**config.mk**
```make
export PLATFORM = sky130hd
export DESIGN_NAME = pipe_ctrl_flat
export DESIGN_NICKNAME = d
export VERILOG_FILES = /design/src/rtl/pipe_ctrl_if.sv /design/src/rtl/pipe_ctrl.sv /design/src/flat_wrapper.sv
export SDC_FILE = /design/constraint.sdc
export NUM_CORES = 1
export LEC_CHECK = 0
export CORE_MARGIN = 2
export CORE_UTILIZATION = 39
export DETAILED_ROUTE_END_ITERATION = 7
export PLACE_DENSITY = 0.63
export SLEW_MARGIN = 40
export SYNTH_ARGS = -nofsm -noshare
export SYNTH_HDL_FRONTEND = slang
export SYNTH_SLANG_ARGS = --single-unit
export TNS_END_PERCENT = 1
```
**constraint.sdc**
```tcl
create_clock -name clk -period 2.2 [get_ports clk]
set_input_delay 0.55 -clock clk [delete_from_list [all_inputs] [get_ports clk]]
set_output_delay 0.55 -clock clk [all_outputs]
set_load 0.005 [all_outputs]
```
**src/rtl/pipe_ctrl_if.sv**
```systemverilog
// Handshake bundle between the hazard/memory/divider sources and pipe_ctrl.
// master drives the requests; slave (pipe_ctrl) drives the stage controls.
interface pipe_ctrl_if #(
    parameter int unsigned CNT_W = 32
);
    logic             stall_from_Load;
    logic             flush_from_Load;
    logic             br_taken_EX;
    logic             imem_ready;
    logic             dmem_req_MEM;
    logic             dmem_ready;
    logic             div_start_EX;
    logic             div_done;
    logic             stall_PC;
    logic             stall_IFID;
    logic             stall_IDEX;
    logic             stall_EXMEM;
    logic             flush_IFID;
    logic             flush_IDEX;
    logic             flush_EXMEM;
    logic             flush_MEMWB;
    logic             mem_timeout_err;
    logic [CNT_W-1:0] stall_cycles;

    modport master (
        output stall_from_Load, flush_from_Load, br_taken_EX, imem_ready,
               dmem_req_MEM, dmem_ready, div_start_EX, div_done,
        input  stall_PC, stall_IFID, stall_IDEX, stall_EXMEM,
               flush_IFID, flush_IDEX, flush_EXMEM, flush_MEMWB,
               mem_timeout_err, stall_cycles
    );

    modport slave (
        input  stall_from_Load, flush_from_Load, br_taken_EX, imem_ready,
               dmem_req_MEM, dmem_ready, div_start_EX, div_done,
        output stall_PC, stall_IFID, stall_IDEX, stall_EXMEM,
               flush_IFID, flush_IDEX, flush_EXMEM, flush_MEMWB,
               mem_timeout_err, stall_cycles
    );
endinterface

```
**src/rtl/pipe_ctrl.sv**
```systemverilog
// Pipeline stall/flush arbiter for the 5-stage LA32 core: divide tracking,
// wrong-path fetch kill, dmem-wait watchdog and stall-cycle counter.
module pipe_ctrl #(
    parameter int unsigned TO_W  = 8,
    parameter int unsigned CNT_W = 32
) (
    input logic        clk,
    input logic        rstn,
    pipe_ctrl_if.slave bus
);
    localparam logic [0:0]       S_RUN      = 1'b0;
    localparam logic [0:0]       S_DIV_WAIT = 1'b1;
    localparam logic [TO_W-1:0]  WD_MAX     = '1;
    localparam logic [CNT_W-1:0] CNT_MAX    = '1;

    logic [0:0]       r_state, w_state_nxt;
    logic             r_done_seen, w_done_seen_nxt;
    logic             r_kill_pending, w_kill_nxt;
    logic [TO_W-1:0]  r_wd_cnt, w_wd_nxt;
    logic             r_mem_timeout_err;
    logic [CNT_W-1:0] r_stall_cycles;

    logic w_dw, w_db, w_row3, w_kill_fire;
    logic w_stall_pc, w_stall_ifid, w_stall_idex, w_stall_exmem;
    logic w_flush_ifid, w_flush_idex, w_flush_exmem, w_flush_memwb;

    // Priority arbitration of stage controls; a forced IF/ID flush drops a wrong-path fetch.
    always_comb begin
        w_stall_pc    = 1'b0;
        w_stall_ifid  = 1'b0;
        w_stall_idex  = 1'b0;
        w_stall_exmem = 1'b0;
        w_flush_ifid  = 1'b0;
        w_flush_idex  = 1'b0;
        w_flush_exmem = 1'b0;
        w_flush_memwb = 1'b0;
        w_row3        = 1'b0;
        w_kill_fire   = 1'b0;

        w_dw = bus.dmem_req_MEM & ~bus.dmem_ready;
        w_db = ((r_state == S_DIV_WAIT) & ~bus.div_done & ~r_done_seen) |
               ((r_state == S_RUN) & bus.div_start_EX & ~bus.div_done);

        if (w_dw) begin
            w_stall_pc    = 1'b1;
            w_stall_ifid  = 1'b1;
            w_stall_idex  = 1'b1;
            w_stall_exmem = 1'b1;
            w_flush_memwb = 1'b1;
        end else if (w_db) begin
            w_stall_pc    = 1'b1;
            w_stall_ifid  = 1'b1;
            w_stall_idex  = 1'b1;
            w_flush_exmem = 1'b1;
        end else if (bus.br_taken_EX) begin
            w_row3        = 1'b1;
            w_flush_ifid  = 1'b1;
            w_flush_idex  = 1'b1;
        end else if (bus.stall_from_Load | bus.flush_from_Load) begin
            w_stall_pc    = 1'b1;
            w_stall_ifid  = 1'b1;
            w_flush_idex  = 1'b1;
        end else if (!bus.imem_ready) begin
            w_stall_pc    = 1'b1;
            w_flush_ifid  = 1'b1;
        end

        if (r_kill_pending && bus.imem_ready && !w_dw && !w_db) begin
            w_kill_fire  = 1'b1;
            w_flush_ifid = 1'b1;
        end

        if (!rstn) begin
            w_stall_pc    = 1'b0;
            w_stall_ifid  = 1'b0;
            w_stall_idex  = 1'b0;
            w_stall_exmem = 1'b0;
            w_flush_ifid  = 1'b1;
            w_flush_idex  = 1'b1;
            w_flush_exmem = 1'b1;
            w_flush_memwb = 1'b1;
        end
    end

    // Next-state: divide FSM, kill tracking and watchdog count.
    always_comb begin
        w_state_nxt     = r_state;
        w_done_seen_nxt = r_done_seen;
        w_kill_nxt      = r_kill_pending;
        w_wd_nxt        = '0;

        case (r_state)
            S_RUN: begin
                if (bus.div_start_EX && !bus.div_done && !w_dw)
                    w_state_nxt = S_DIV_WAIT;
            end
            S_DIV_WAIT: begin
                if ((bus.div_done || r_done_seen) && !w_dw) begin
                    w_state_nxt     = S_RUN;
                    w_done_seen_nxt = 1'b0;
                end else if (bus.div_done && w_dw) begin
                    w_done_seen_nxt = 1'b1;
                end
            end
            default: w_state_nxt = S_RUN;
        endcase

        if (w_row3)
            w_kill_nxt = r_kill_pending | ~bus.imem_ready;
        else if (w_kill_fire)
            w_kill_nxt = 1'b0;

        if (w_dw)
            w_wd_nxt = (r_wd_cnt == WD_MAX) ? r_wd_cnt : r_wd_cnt + TO_W'(1);
    end

    always_ff @(posedge clk or negedge rstn) begin
        if (!rstn) begin
            r_state           <= S_RUN;
            r_done_seen       <= 1'b0;
            r_kill_pending    <= 1'b0;
            r_wd_cnt          <= '0;
            r_mem_timeout_err <= 1'b0;
            r_stall_cycles    <= '0;
        end else begin
            r_state           <= w_state_nxt;
            r_done_seen       <= w_done_seen_nxt;
            r_kill_pending    <= w_kill_nxt;
            r_wd_cnt          <= w_wd_nxt;
            r_mem_timeout_err <= r_mem_timeout_err | (w_wd_nxt == WD_MAX);
            if (w_stall_pc && (r_stall_cycles != CNT_MAX))
                r_stall_cycles <= r_stall_cycles + CNT_W'(1);
        end
    end

    assign bus.stall_PC        = w_stall_pc;
    assign bus.stall_IFID      = w_stall_ifid;
    assign bus.stall_IDEX      = w_stall_idex;
    assign bus.stall_EXMEM     = w_stall_exmem;
    assign bus.flush_IFID      = w_flush_ifid;
    assign bus.flush_IDEX      = w_flush_idex;
    assign bus.flush_EXMEM     = w_flush_exmem;
    assign bus.flush_MEMWB     = w_flush_memwb;
    assign bus.mem_timeout_err = r_mem_timeout_err;
    assign bus.stall_cycles    = r_stall_cycles;
endmodule

```
**src/flat_wrapper.sv**
```systemverilog
// flat-port wrapper written by rule: the top's interface ports become plain ports
module pipe_ctrl_flat 
#(
    parameter int unsigned TO_W  = 8,
    parameter int unsigned CNT_W = 32
)
  (clk, rstn, bus_stall_from_Load, bus_flush_from_Load, bus_br_taken_EX, bus_imem_ready, bus_dmem_req_MEM, bus_dmem_ready, bus_div_start_EX, bus_div_done, bus_stall_PC, bus_stall_IFID, bus_stall_IDEX, bus_stall_EXMEM, bus_flush_IFID, bus_flush_IDEX, bus_flush_EXMEM, bus_flush_MEMWB, bus_mem_timeout_err, bus_stall_cycles);
  pipe_ctrl_if #(.CNT_W(CNT_W)) bus_i ();
  input logic clk;
  input logic rstn;
  input wire logic [$bits(bus_i.stall_from_Load)-1:0] bus_stall_from_Load;
  input wire logic [$bits(bus_i.flush_from_Load)-1:0] bus_flush_from_Load;
  input wire logic [$bits(bus_i.br_taken_EX)-1:0] bus_br_taken_EX;
  input wire logic [$bits(bus_i.imem_ready)-1:0] bus_imem_ready;
  input wire logic [$bits(bus_i.dmem_req_MEM)-1:0] bus_dmem_req_MEM;
  input wire logic [$bits(bus_i.dmem_ready)-1:0] bus_dmem_ready;
  input wire logic [$bits(bus_i.div_start_EX)-1:0] bus_div_start_EX;
  input wire logic [$bits(bus_i.div_done)-1:0] bus_div_done;
  output wire logic [$bits(bus_i.stall_PC)-1:0] bus_stall_PC;
  output wire logic [$bits(bus_i.stall_IFID)-1:0] bus_stall_IFID;
  output wire logic [$bits(bus_i.stall_IDEX)-1:0] bus_stall_IDEX;
  output wire logic [$bits(bus_i.stall_EXMEM)-1:0] bus_stall_EXMEM;
  output wire logic [$bits(bus_i.flush_IFID)-1:0] bus_flush_IFID;
  output wire logic [$bits(bus_i.flush_IDEX)-1:0] bus_flush_IDEX;
  output wire logic [$bits(bus_i.flush_EXMEM)-1:0] bus_flush_EXMEM;
  output wire logic [$bits(bus_i.flush_MEMWB)-1:0] bus_flush_MEMWB;
  output wire logic [$bits(bus_i.mem_timeout_err)-1:0] bus_mem_timeout_err;
  output wire logic [$bits(bus_i.stall_cycles)-1:0] bus_stall_cycles;
  assign bus_i.stall_from_Load = bus_stall_from_Load;
  assign bus_i.flush_from_Load = bus_flush_from_Load;
  assign bus_i.br_taken_EX = bus_br_taken_EX;
  assign bus_i.imem_ready = bus_imem_ready;
  assign bus_i.dmem_req_MEM = bus_dmem_req_MEM;
  assign bus_i.dmem_ready = bus_dmem_ready;
  assign bus_i.div_start_EX = bus_div_start_EX;
  assign bus_i.div_done = bus_div_done;
  assign bus_stall_PC = bus_i.stall_PC;
  assign bus_stall_IFID = bus_i.stall_IFID;
  assign bus_stall_IDEX = bus_i.stall_IDEX;
  assign bus_stall_EXMEM = bus_i.stall_EXMEM;
  assign bus_flush_IFID = bus_i.flush_IFID;
  assign bus_flush_IDEX = bus_i.flush_IDEX;
  assign bus_flush_EXMEM = bus_i.flush_EXMEM;
  assign bus_flush_MEMWB = bus_i.flush_MEMWB;
  assign bus_mem_timeout_err = bus_i.mem_timeout_err;
  assign bus_stall_cycles = bus_i.stall_cycles;
  pipe_ctrl #(.TO_W(TO_W), .CNT_W(CNT_W)) u_core (.clk(clk), .rstn(rstn), .bus(bus_i));
endmodule
```
== Yosys cells after proc, flatten, opt, wreduce, memory -nomap -nowiden ==
Cells that the tools add are included.
Storage, ports and cells
  register bits: 44
  latch bits: 0
  memory bits (writable): 0
  ROM bits: 0
  input bits: 10
  output and inout bits: 41
  word-level logic and storage cells: 82
  memories: 0
Operators by class
  add/subtract/negate cells: 2
  multiply operators: 0
  divide/modulo/power cells: 0
  order comparisons: 0
  equality and inequality tests: 3
  shift operators: 0
  mux-type cells: 42
  bitwise operators: 14
  reduce and logical (&&, ||, !) cells: 15
Operators with widths (number)
  $mux 1: 39
  $add 32x1->32 const B: 1
  $ne 32x32->1 const B: 1
  $eq 8x8->1 const B: 2
  $mux 8: 2
  $add 8x1->8 const B: 1
  $logic_and 1x1->1: 8
  $and 1x1->1: 5
  $not 1->1: 5
  $or 1x1->1: 4
  $reduce_bool 2->1: 2
  $logic_not 1->1: 3
  $pmux 1 s2: 1
  $reduce_and 2->1: 1
  $logic_or 1x1->1: 1

== Depth between registers and ports, before layout ==
Gate-level depths: netlist of the first run.
  word-level depth: 9
  depth in mapped cells: 8
  gate-level depth less buffers: 7

== Least setup slack after synthesis of the first run ==
No wires, ideal clock.
  path type: input port to flip-flop
  start point: input port bus_dmem_ready
  end point: register u_core.r_stall_cycles[15], in the netlist u_core.bus.stall_cycles[15]
  library setup time: 0.079 ns
  arrival: 1.841 ns
  required time: 2.121 ns
  setup slack: 0.280 ns
  stages: 8
  path buffers: 2
  cell sequence: nand2b_4 buf_6 o211ai_1 o21ai_2 or3_1 buf_6 nor4_4 xor2_1
Between the ends
  word-level cells in the longest chain between the ends: 5
RTL lines
  start: declaration: line flat_wrapper.sv:16  | input wire logic [$bits(bus_i.dmem_ready)-1:0] bus_dmem_ready;
  $not 1->1: line pipe_ctrl.sv:40  | w_dw = bus.dmem_req_MEM & ~bus.dmem_ready;
  $and 1x1->1: line pipe_ctrl.sv:40
  $mux 1: line pipe_ctrl.sv:44  | if (w_dw) begin
  $mux 1: line pipe_ctrl.sv:73  | if (!rstn) begin
  $logic_and 1x1->1: line pipe_ctrl.sv:131  | if (w_stall_pc && (r_stall_cycles != CNT_MAX))
  end signal: assignment: line pipe_ctrl.sv:132  | r_stall_cycles <= r_stall_cycles + CNT_W'(1);
  end: declaration: line pipe_ctrl.sv:21  | logic [CNT_W-1:0] r_stall_cycles;
Every way passes these cells.
A chain may end at the register's enable or synchronous reset.

== Final worst setup path of the first run ==
  start point: register u_core.r_state
  end point: register u_core.r_stall_cycles[15], in the netlist u_core.bus.stall_cycles[15]
Between the ends
  word-level cells in the longest chain between the ends: 8
  elaborated cells between the ends (all ways): 10
  classes of those cells: 3 x mux; 6 x bitwise; 1 x reduce/logical
RTL lines
  start: declaration: line pipe_ctrl.sv:16  | logic [0:0] r_state, w_state_nxt;
  start signal: assignment: line pipe_ctrl.sv:126  | r_state <= w_state_nxt;
  $not 1->1: line pipe_ctrl.sv:42  | ((r_state == S_RUN) & bus.div_start_EX & ~bus.div_done);
  $and 1x1->1 (2 in a row): line pipe_ctrl.sv:42
  $or 1x1->1 (*): line pipe_ctrl.sv:41  | w_db = ((r_state == S_DIV_WAIT) & ~bus.div_done & ~r_done_seen) |
  $mux 1 (*): line pipe_ctrl.sv:50  | end else if (w_db) begin
  $mux 1 (*): line pipe_ctrl.sv:44
  $mux 1 (*): line pipe_ctrl.sv:73
  $logic_and 1x1->1 (*): line pipe_ctrl.sv:131
Every way passes the cells marked *; elsewhere a longest branch is shown, timed or not.

==> results of run 1 <==
## kinds of logic (layout without fill, tap and decap cells)
logic type               after synthesis  in the layout  synth area share
XOR/XNOR                              32             32             0.120
adder cells (fa/ha/maj)                2              2            0.0107
flip-flops                            44             44             0.470
multiplexers                           1              1           0.00481
AO/OA/AOI/OAI                         28             28            0.0802
buffers and inverters                 11             89            0.0240
AND/OR/NAND/NOR                      112            112             0.290
## area by class of cell
| type | count | area [um2] | share of cell area |
|---|---|---|---|
| inverter | 9 | 33.8 | 0.0106 |
| tap | 75 | 93.8 | 0.0296 |
| timing repair buffer | 72 | 644 | 0.203 |
| clock inverter | 2 | 10.0 | 0.00315 |
| sequential | 44 | 1100 | 0.347 |
| clock buffer | 6 | 82.6 | 0.0260 |
| multi-input combinational | 175 | 1210 | 0.381 |
## metal layers
layer / part of all wire / wire length [um] / vias up / global-route usage
met5: 0 / 0 / - / 0
met4: 0.0066 / 34 / 0 / 0.0508
met3: 0.029 / 147 / 2 / 0.0297
met2: 0.46 / 2370 / 37 / 0.256
met1: 0.50 / 2590 / 920 / 0.255
li1: - / - / 977 / -
## per-stage QoR
| step | instances | setup TNS, ns | setup WS, ns | utilization | area [um2] |
|---|---|---|---|---|---|
| finish | 383 | 0 | 0.128 | 0.543 | 3180 |
| global route | 383 | 0 | 0.00915 | 0.543 | 3180 |
| detailed placement | 374 | -10.33 | -0.524 | 0.524 | 3070 |
| floorplan | 230 | 0 | 0.280 | - | 2340 |
| CTS | 382 | -0.0557 | -0.0373 | 0.539 | 3150 |
| global placement | 374 | -9.51 | -0.543 | 0.524 | 3070 |
## flip-flops by register name, indices dropped and copies added (netlist names)
name / flops
u_core.bus.stall_cycles: 32
u_core.r_wd_cnt: 8
u_core.bus.mem_timeout_err: 1
u_core.r_done_seen: 1
u_core.r_kill_pending: 1
u_core.r_state: 1
## cells in the mapped netlist (2+ instances only)
cell type  instances
nand2b_1           2
or3_1              3
and3_1             7
nand2b_4           2
and4_1             3
nand3_1           14
nor2b_1            2
buf_6              2
a31oi_1            3
nor3_2             6
nand4_1            8
ha_1               2
nor2_1            20
nor3_1             9
nor4_1             4
nor4_4             2
dfrtp_1           44
a21oi_1            5
o21ai_0            9
xnor2_1           17
xor2_1            15
nand2_1           19
inv_1              9
## worst paths after layout
kind	start	endpoint	slack, ns	cells past startpoint
max in group asynchronous	rstn	u_core.bus.stall_cycles[16]$_DFFE_PN0P_	1.60	2
setup reg to reg	u_core.r_state$_DFF_PN0_	u_core.bus.stall_cycles[15]$_DFFE_PN0P_	0.13	9
hold / removal	rstn	u_core.bus.stall_cycles[20]$_DFFE_PN0P_	0.37	2
hold reg to reg	u_core.bus.mem_timeout_err$_DFF_PN0_	u_core.bus.mem_timeout_err$_DFF_PN0_	0.48	1
min in group clk	u_core.bus.mem_timeout_err$_DFF_PN0_	u_core.bus.mem_timeout_err$_DFF_PN0_	0.48	1
setup / recovery	u_core.r_state$_DFF_PN0_	u_core.bus.stall_cycles[15]$_DFFE_PN0P_	0.13	9
## what timing repair did
| action | CTS | global route |
|---|---|---|
| pin swaps | 6 | 3 |
| resized for setup | 44 | 4 |
| setup endpoints to repair | 17 | 15 |
| hold endpoints to repair | 0 | 0 |
| buffers inserted | 0 | 1 |
## report_power, final
part | internal, mW | switching (mW)
sequential | 0.911 | 0.140
clock | 0.251 | 0.269
combinational | 0.334 | 0.237
total | 1.50 | 0.646
==> results.md, run 1 <==
- Status: completed
- Final routed DRC violation total: 0
- Critical Path Max Stage Delay: 0.44 ns
- Slowest CP cell: dfrtp_1
- Chip height: 81.5 um
- Post-synth top area share: 0.470
- Min Tclk post-route: 2.07 ns
- Core area: 5850 um2
- Post-synth EDFFs: 0
- Number of port buffers: 50
- Critical Path RT: 2.42 ns
- Area grow syn2layout: 35.6%
- Clock Tree Buf Depth: 2
- Synth Area per Inst: 10.2 um2
- Final slew viol count: 0
- Mapped Cells: 230
- Worst path top cell family by delay: simple AND/OR/NAND/NOR gates
- CTS sink cnt: 44
- Crit path DAT: 2.30 ns
- Antenna-violating nets left: 0
- Crit path cell chain: nand2b_4, a21oi_4, buf_4, o21ai_2, buf_6, or3_4, buf_8, nor4_4, xor2_1
- Final hold slack: 0.370 ns
- Rows: 28
- Hold_buf cts: 0
- Kind of critical path: flop to flop
- GR Overflow Total: 0
- Worst-path clk slew: 0.08 ns
- Die area: 6640 um2
- Asr flop ratio synth: 1.00
- Starting density of the core: 0.400
- Final wirelength: 5.15 mm
- Fmax: 0.483 GHz
- CTS tree: done
- Syn Nets: 242
- Post-Syn Area: 2340 um2
- Worst-path fanout max: 8
- Detailed-placement wirelength estimate: 3.85 mm
- Worst setup EP type: flop
- Commonest non-fill, non-tap cell in the layout: dfrtp_1
- Synth Warn #: 0
- Max_cap viols: 0
- P per Cell Area: 675 nW/um2
- Htree depth: 2
- Pin count of the biggest net entering global routing: 23
- Leading cell types in the layout, fill and taps excluded: dfrtp_1, clkdlybuf4s50_1, nor2_1, nand2_1, buf_4
- Period Utilization, post-route: 0.942
- Die X: 81.5 um
- Leak pwr: 1.39 nW
- Total CTS buffers: 5
- Top_reg_cell synth: dfrtp_1
- Post-synth cell types: 46
- Final Setup Violations: 0
- RePlAce Congestion: 0.792
- Sequential share of the synthesized area: 0.470
- Worst slew margin: 0.768
- Synth area leader: dfrtp_1
- Flop and latch count out of synthesis: 44
- Clock root cell: clkbuf_8
- Vias in the first global route: 1,829
- Post-Route Skew: 0.00572 ns
- GR Util All Layers: 0.171
- Num ports: 51
- Via count: 1,936
- DRT iter0 DRCs: 99
- Routed WL per cell: 13.4 um
- Critical path launch point type: flop
- Initial antenna violation count: 0
- Worst hold-check path type: input pin to asynchronous set/reset pin
- Critical path buffers and inverters: 3
- Antenna diode count: 0
- First-pass GRT wire length: 8.88 mm
- Total power: 2.14 mW
- Maximum VDD drop: 0.000487 V
- TritonRoute pass-1 iters: 4
- Synth area leaders: dfrtp_1, xnor2_1, xor2_1
- Vias/cell: 5.05
- Worst-Skew Late Latency: 0.29 ns
- RSZ-0062 raised after global routing: false
- Number of fill cells: 532
- Worst Tran Pin Value: 0.345 ns
- Nets: 319
- Ratio of cells with drive above 1 in the final layout: 0.208
- Hold Fails Final Rpt: 0
(Power assumes the default switching activity.)
==> inputs of run 2 (changes only) <==
--- a/config.mk
+++ b/config.mk
@@ -5,7 +5,6 @@
 export SDC_FILE = /design/constraint.sdc
 export NUM_CORES = 1
 export LEC_CHECK = 0
-export CORE_MARGIN = 2
 export CORE_UTILIZATION = 39
 export DETAILED_ROUTE_END_ITERATION = 7
 export PLACE_DENSITY = 0.63
==> results.md, run 2 (synthesis gave the netlist of run 1 again) <==
- First-pass GRT wire length: 8.80 mm (-0.93%)
- CTS tree: done
- Worst-path clk slew: 0.07 ns (about the same)
- Max_cap viols: 0 (unchanged)
- Clock Tree Buf Depth: 2 (unchanged)
- Kind of critical path: input pin to output pin
- Num ports: 51 (unchanged)
- Crit path cell chain: dlygate4sd2_1, o21bai_1, o211ai_1, o21ai_2, inv_2, clkdlybuf4s15_2
- Hold Fails Final Rpt: 0 (unchanged)
- Area grow syn2layout: 36.3%
- Worst-path fanout max: 5 (-3)
- Final worst slack: 0.0763 ns (-0.0514 ns)
- Max reg flops: 32 (unchanged)
- CTS sink cnt: 44 (unchanged)
- Worst Tran Pin Value: 0.373 ns (+0.0278 ns)
- Final slew viol count: 0 (unchanged)
- Clock power share: 0.247 (+0.004)
- Detailed-placement wirelength estimate: 3.88 mm (+0.91%)
- Status: completed
- Chip height: 79.5 um (-2.5%)
- Worst-Skew Late Latency: 0.29 ns (about the same)
- Met2 WL: 2.30 mm (-3.2%)
- Core area: 5640 um2 (-3.6%)
- Ratio of cells with drive above 1 in the final layout: 0.201 (-0.00649)
- Switching Fraction: 0.290 (-0.0112)
- Final hold slack: 0.321 ns (-0.0496 ns)
- Number of port buffers: 50 (unchanged)
- Leading cell types in the layout, fill and taps excluded: dfrtp_1, clkdlybuf4s50_1, buf_4, nor2_1, nand2_1
- Rows: 27 (-3.6%)
- Antenna diode count: 0 (unchanged)
- Final routed DRC violation total: 0 (unchanged)
- Highest metal used: met4
- Total CTS buffers: 5 (unchanged)
- TritonRoute pass-1 iters: 4 (unchanged)
- Routed WL per cell: 13.6 um (+1.1%)
- Worst hold-check path type: input pin to asynchronous set/reset pin
- Sequential power share: 0.487 (-0.004)
- Setup Slack @ Placement: -0.502 ns (+0.0220 ns)
- Antenna-violating nets left: 0 (unchanged)
- Vias in the first global route: 1,859 (+1.6%)
- Min Tclk post-route: 2.12 ns (+0.0514 ns)
- Leak pwr: 1.39 nW (+0.13%)
- Slowest CP cell: dlygate4sd2_1
- Worst slew margin: 0.751 (-0.0174)
- P_sw: 0.626 mW (-3.2%)
- Die X: 79.5 um (-2.5%)
- Nets: 320 (+0.31%)
- Critical Path RT: 1.65 ns (-0.77 ns)
- Htree depth: 2 (unchanged)
- Critical Path Max Stage Delay: 0.28 ns (-0.16 ns)
- Gate power share: 0.265 (-0.002)
- Worst setup EP type: output pin
- GR Util All Layers: 0.180 (+0.00891)
- Commonest non-fill, non-tap cell in the layout: dfrtp_1
- GR Overflow Total: 0 (unchanged)
- RSZ-0062 raised after global routing: true
- Post-Route Skew: 0.00433 ns (-0.00139 ns)
- Maximum VDD drop: 0.000607 V (+25%)
- P per Cell Area: 675 nW/um2 (about the same)
- Die area: 6320 um2 (-4.8%)
- Final Setup Violations: 0 (unchanged)
- Initial antenna violation count: 0 (unchanged)
- Inst Count DP: 372 (-0.53%)
- Met1 Routed Length: 2.61 mm (+0.50%)
- Total power: 2.15 mW (+0.58%)
- Critical path launch point type: input pin
- Period Utilization, post-route: 0.965 (+0.0234)
- Crit path DAT: 1.57 ns (-0.73 ns)
- Fin cells: 380 (-0.78%)
- Met3 wire len: 186 um (+27%)
- DRT iter0 DRCs: 68 (-31%)
- Internal power: 1.53 mW (+2.2%)
- RePlAce Congestion: 0.858 (+8.3%)
- Fmax: 0.471 GHz (-2.4%)
- Final wirelength: 5.17 mm (+0.33%)
- Vias/cell: 5.13 (+1.6%)
- Via count: 1,951 (+0.77%)
- Starting density of the core: 0.415 (+0.0148)
- Clock root cell: clkbuf_8
- Pin count of the biggest net entering global routing: 24 (+4.3%)
## run 2: cell types whose count changed in the layout (fill, tap and decap cells not counted), sizes merged
| cell | before | now |
|---|---|---|
| clkdlybuf4s15 | 2 | 4 |
| clkbuf | 6 | 8 |
| dlygate4sd2 | 8 | 11 |
| buf | 28 | 24 |
| clkinv | 2 | 0 |
| dlymetal6s2s | 1 | 0 |
## run 2: path summary, 6_finish.rpt
| path | from | end | slack (ns) | depth (start not counted) |
|---|---|---|---|---|
| worst max-delay path | bus_br_taken_EX | bus_stall_PC | 0.08 | 6 |
| worst min-delay path | rstn | u_core.r_wd_cnt[1]$_DFF_PN0_ | 0.32 | 2 |
| worst max register to register | u_core.r_state$_DFF_PN0_ | u_core.bus.stall_cycles[15]$_DFFE_PN0P_ | 0.18 | 9 |
| worst min register to register | u_core.bus.mem_timeout_err$_DFF_PN0_ | u_core.bus.mem_timeout_err$_DFF_PN0_ | 0.48 | 1 |
| max in group asynchronous | rstn | u_core.bus.stall_cycles[26]$_DFFE_PN0P_ | 1.56 | 2 |
| min in group clk | u_core.bus.mem_timeout_err$_DFF_PN0_ | u_core.bus.mem_timeout_err$_DFF_PN0_ | 0.48 | 1 |
## run 2: stage by stage
stage / TNS (ns) / utilization / instance area, um2
finish: 0 / 0.566 / 3190
global route: -0.0109 / 0.566 / 3190
CTS: 0 / 0.564 / 3180
detailed placement: -10.17 / 0.544 / 3070
global placement: -9.44 / 0.544 / 3070
floorplan: 0 / - / 2340
## run 2: power by group through the flow
stage	logic, mW	registers (mW)	clock network [mW]
after floorplan	0.231	1.04	0
after global routing	0.621	1.07	0.595
after CTS	0.570	1.05	0.555
after detailed placement	0.568	1.06	0
after global placement	0.563	1.06	0
final	0.572	1.05	0.532
## run 2: final cells by class
class | instances | area [um2]
Clock buffer | 7 | 96.3
Fill cell | 515 | 2450
Inverter | 9 | 33.8
Multi-Input combinational cell | 175 | 1210
Sequential cell | 44 | 1100
Tap cell | 72 | 90.1
Timing Repair Buffer | 73 | 661
## run 2: repair_timing
item	CTS	global route
hold buffers	0	0
gates resized for setup	31	6
setup buffers	1	0
cloned	0	0
pin swaps	5	3
setup endpoints to repair	15	8
## run 2: metal layers
metal,track usage,vias up
li1,-,975
met1,0.255,928
met5,0,-
met4,0.0709,0
met2,0.271,41
met3,0.0343,7
## run 2: worst max-delay path, delay by kind of cell
family / cells / cell delay, ns
buffers and inverters: 3 / 0.54
AOI/OAI and AO/OA: 3 / 0.48
==> inputs of run 3 (changes only) <==
--- a/config.mk
+++ b/config.mk
@@ -7,6 +7,7 @@
 export LEC_CHECK = 0
 export CORE_UTILIZATION = 39
 export DETAILED_ROUTE_END_ITERATION = 7
+export GPL_TIMING_DRIVEN = 0
 export PLACE_DENSITY = 0.63
 export SLEW_MARGIN = 40
 export SYNTH_ARGS = -nofsm -noshare
==> results.md, run 3 (synthesis gave the netlist of run 1 again) <==
- Worst setup EP type: output pin
- Area of placed instances: 2950 um2 (-3.9%)
- Max reg flops: 32 (unchanged)
- Starting density of the core: 0.415 (unchanged)
- Sequential power share: 0.502 (+0.015)
- Fin cells: 364 (-4.2%)
- CTS tree: done
- Final routed DRC violation total: 0 (unchanged)
- TritonRoute pass-1 iters: 4 (unchanged)
- Die area: 6320 um2 (unchanged)
- Clock Tree Buf Depth: 2 (unchanged)
- RSZ-0062 raised after global routing: true
- Switching Fraction: 0.299 (+0.00857)
- Crit path DAT: 1.65 ns (+0.08 ns)
- Routed WL per cell: 14.0 um (+2.8%)
- Ratio of cells with drive above 1 in the final layout: 0.147 (-0.0540)
- Via count: 1,892 (-3.0%)
- Leak pwr: 1.32 nW (-5.1%)
- GR Overflow Total: 0 (unchanged)
- Worst-path clk slew: 0.08 ns (about the same)
- CTS sink cnt: 44 (unchanged)
- RePlAce Congestion: 0.816 (-4.8%)
- Number of port buffers: 50 (unchanged)
- Internal power: 1.47 mW (-3.7%)
- Worst-path fanout max: 4 (-1)
- Antenna diode count: 0 (unchanged)
- Final wirelength: 5.09 mm (-1.5%)
- Leading cell types in the layout, fill and taps excluded: dfrtp_1, clkdlybuf4s50_1, nor2_1, nand2_1, xnor2_1
- Commonest non-fill, non-tap cell in the layout: dfrtp_1
- Final Setup Violations: 0 (unchanged)
- Critical Path RT: 1.65 ns (about the same)
- GR Util All Layers: 0.180 (-0.000309)
- Num ports: 51 (unchanged)
- Nets: 303 (-5.3%)
- Final worst slack: 0.0000462 ns (-0.0762 ns)
- Worst hold-check path type: input pin to asynchronous set/reset pin
- Final slew viol count: 0 (unchanged)
- Worst-Skew Late Latency: 0.29 ns (about the same)
- Post-route cell area: 3080 um2 (-3.6%)
- Hold Fails Final Rpt: 0 (unchanged)
- Total power: 2.10 mW (-2.5%)
- Critical path launch point type: input pin
- Rows: 27 (unchanged)
- Min Tclk post-route: 2.20 ns (+0.0762 ns)
- Pin count of the biggest net entering global routing: 41 (+71%)
- DRT iter0 DRCs: 98 (+44%)
- Max_cap viols: 0 (unchanged)
- P per Cell Area: 683 nW/um2 (+1.1%)
- Maximum VDD drop: 0.000574 V (-5.5%)
- Vias/cell: 5.20 (+1.2%)
- Initial antenna violation count: 0 (unchanged)
- Htree depth: 2 (unchanged)
- Core area: 5640 um2 (unchanged)
- Status: completed
- Post-Route Skew: 0.00592 ns (+0.00160 ns)
- Setup Slack @ Placement: -0.739 ns (-0.238 ns)
- Worst slew margin: 0.688 (-0.0626)
- Antenna-violating nets left: 0 (unchanged)
- Chip height: 79.5 um (unchanged)
- Clock power share: 0.246 (about the same)
- Worst Tran Pin Value: 0.465 ns (+0.0918 ns)
- First-pass GRT wire length: 8.82 mm (+0.24%)
- Period Utilization, post-route: 1.00 (+0.0346)
- Fmax: 0.455 GHz (-3.5%)
- Total CTS buffers: 5 (unchanged)
- Detailed-placement wirelength estimate: 3.70 mm (-4.6%)
- Inst Count DP: 353 (-5.1%)
- Clock root cell: clkbuf_8
- Vias in the first global route: 1,790 (-3.7%)
- P_sw: 0.628 mW (+0.33%)
- Gate power share: 0.252 (-0.013)
- Area grow syn2layout: 31.4%
- Kind of critical path: input pin to output pin
- Die X: 79.5 um (unchanged)
## run 3: cell types whose count changed in the layout (fill, tap and decap cells not counted), sizes merged
cell | previous run | this run
buf | 24 | 7
clkdlybuf4s50 | 33 | 35
dlygate4sd2 | 11 | 10
## run 3: repair_timing
| action | in CTS | in global routing |
|---|---|---|
| endpoints found under the setup margin | 19 | 13 |
| hold buffers | 0 | 0 |
| resized for setup | 27 | 3 |
| setup buffers | 3 | 1 |
| pin swaps | 4 | 2 |
## run 3: final timing paths
check / to / cells past startpoint / slack, ns / startpoint
setup / recovery: bus_flush_IFID / 6 / 0.00005 / bus_div_start_EX
hold / removal: u_core.r_wd_cnt[3]$_DFF_PN0_ / 1 / 0.08 / rstn
setup reg to reg: u_core.bus.stall_cycles[17]$_DFFE_PN0P_ / 8 / 0.19 / u_core.bus.stall_cycles[0]$_DFFE_PN0P_
hold reg to reg: u_core.bus.mem_timeout_err$_DFF_PN0_ / 1 / 0.48 / u_core.bus.mem_timeout_err$_DFF_PN0_
max in group asynchronous: u_core.bus.stall_cycles[21]$_DFFE_PN0P_ / 2 / 1.68 / rstn
min in group clk: u_core.bus.mem_timeout_err$_DFF_PN0_ / 1 / 0.48 / u_core.bus.mem_timeout_err$_DFF_PN0_
## run 3: final cells by class
class / instances / area [um2]
well taps: 72 / 90.1
multi-input cells: 175 / 1210
plain buffers: 1 / 11.3
clock buffers: 8 / 90.1
fillers: 514 / 2570
inverters: 9 / 33.8
repair buffers: 55 / 539
flip-flops and latches: 44 / 1100
## run 3: per-layer routing
layer  global-route usage  share of wire  wire [um]
met1                0.253           0.49       2510
met2                0.274           0.46       2330
met3               0.0446          0.041        210
met4               0.0491         0.0057         29
met5                    0              0          0
## run 3: power by group through the flow
stage	clock [mW]	combinational, mW	sequential, mW
floorplan	0	0.231	1.04
global placement	0	0.516	1.06
detailed placement	0	0.528	1.07
CTS	0.542	0.530	1.05
global route	0.577	0.585	1.08
finish	0.516	0.529	1.05
## run 3: metrics by stage
stage	util	hold slack [ns]	TNS [ns]
2_1_floorplan	-	0.254	0
3_3_place_gp	0.520	0.458	-115.00
3_5_place_dp	0.523	0.397	-12.21
4_1_cts	0.541	0.0740	-0.00569
5_1_grt	0.545	0.0689	-0.173
6_report	0.545	0.0848	0
## run 3: critical path: stages
cell and delay [ns]:
dlygate4sd2_1 0.26, nand2b_4 0.09, a21oi_4 0.07, or2_2 0.32, o21ai_1 0.15, clkdlybuf4s15_2 0.22
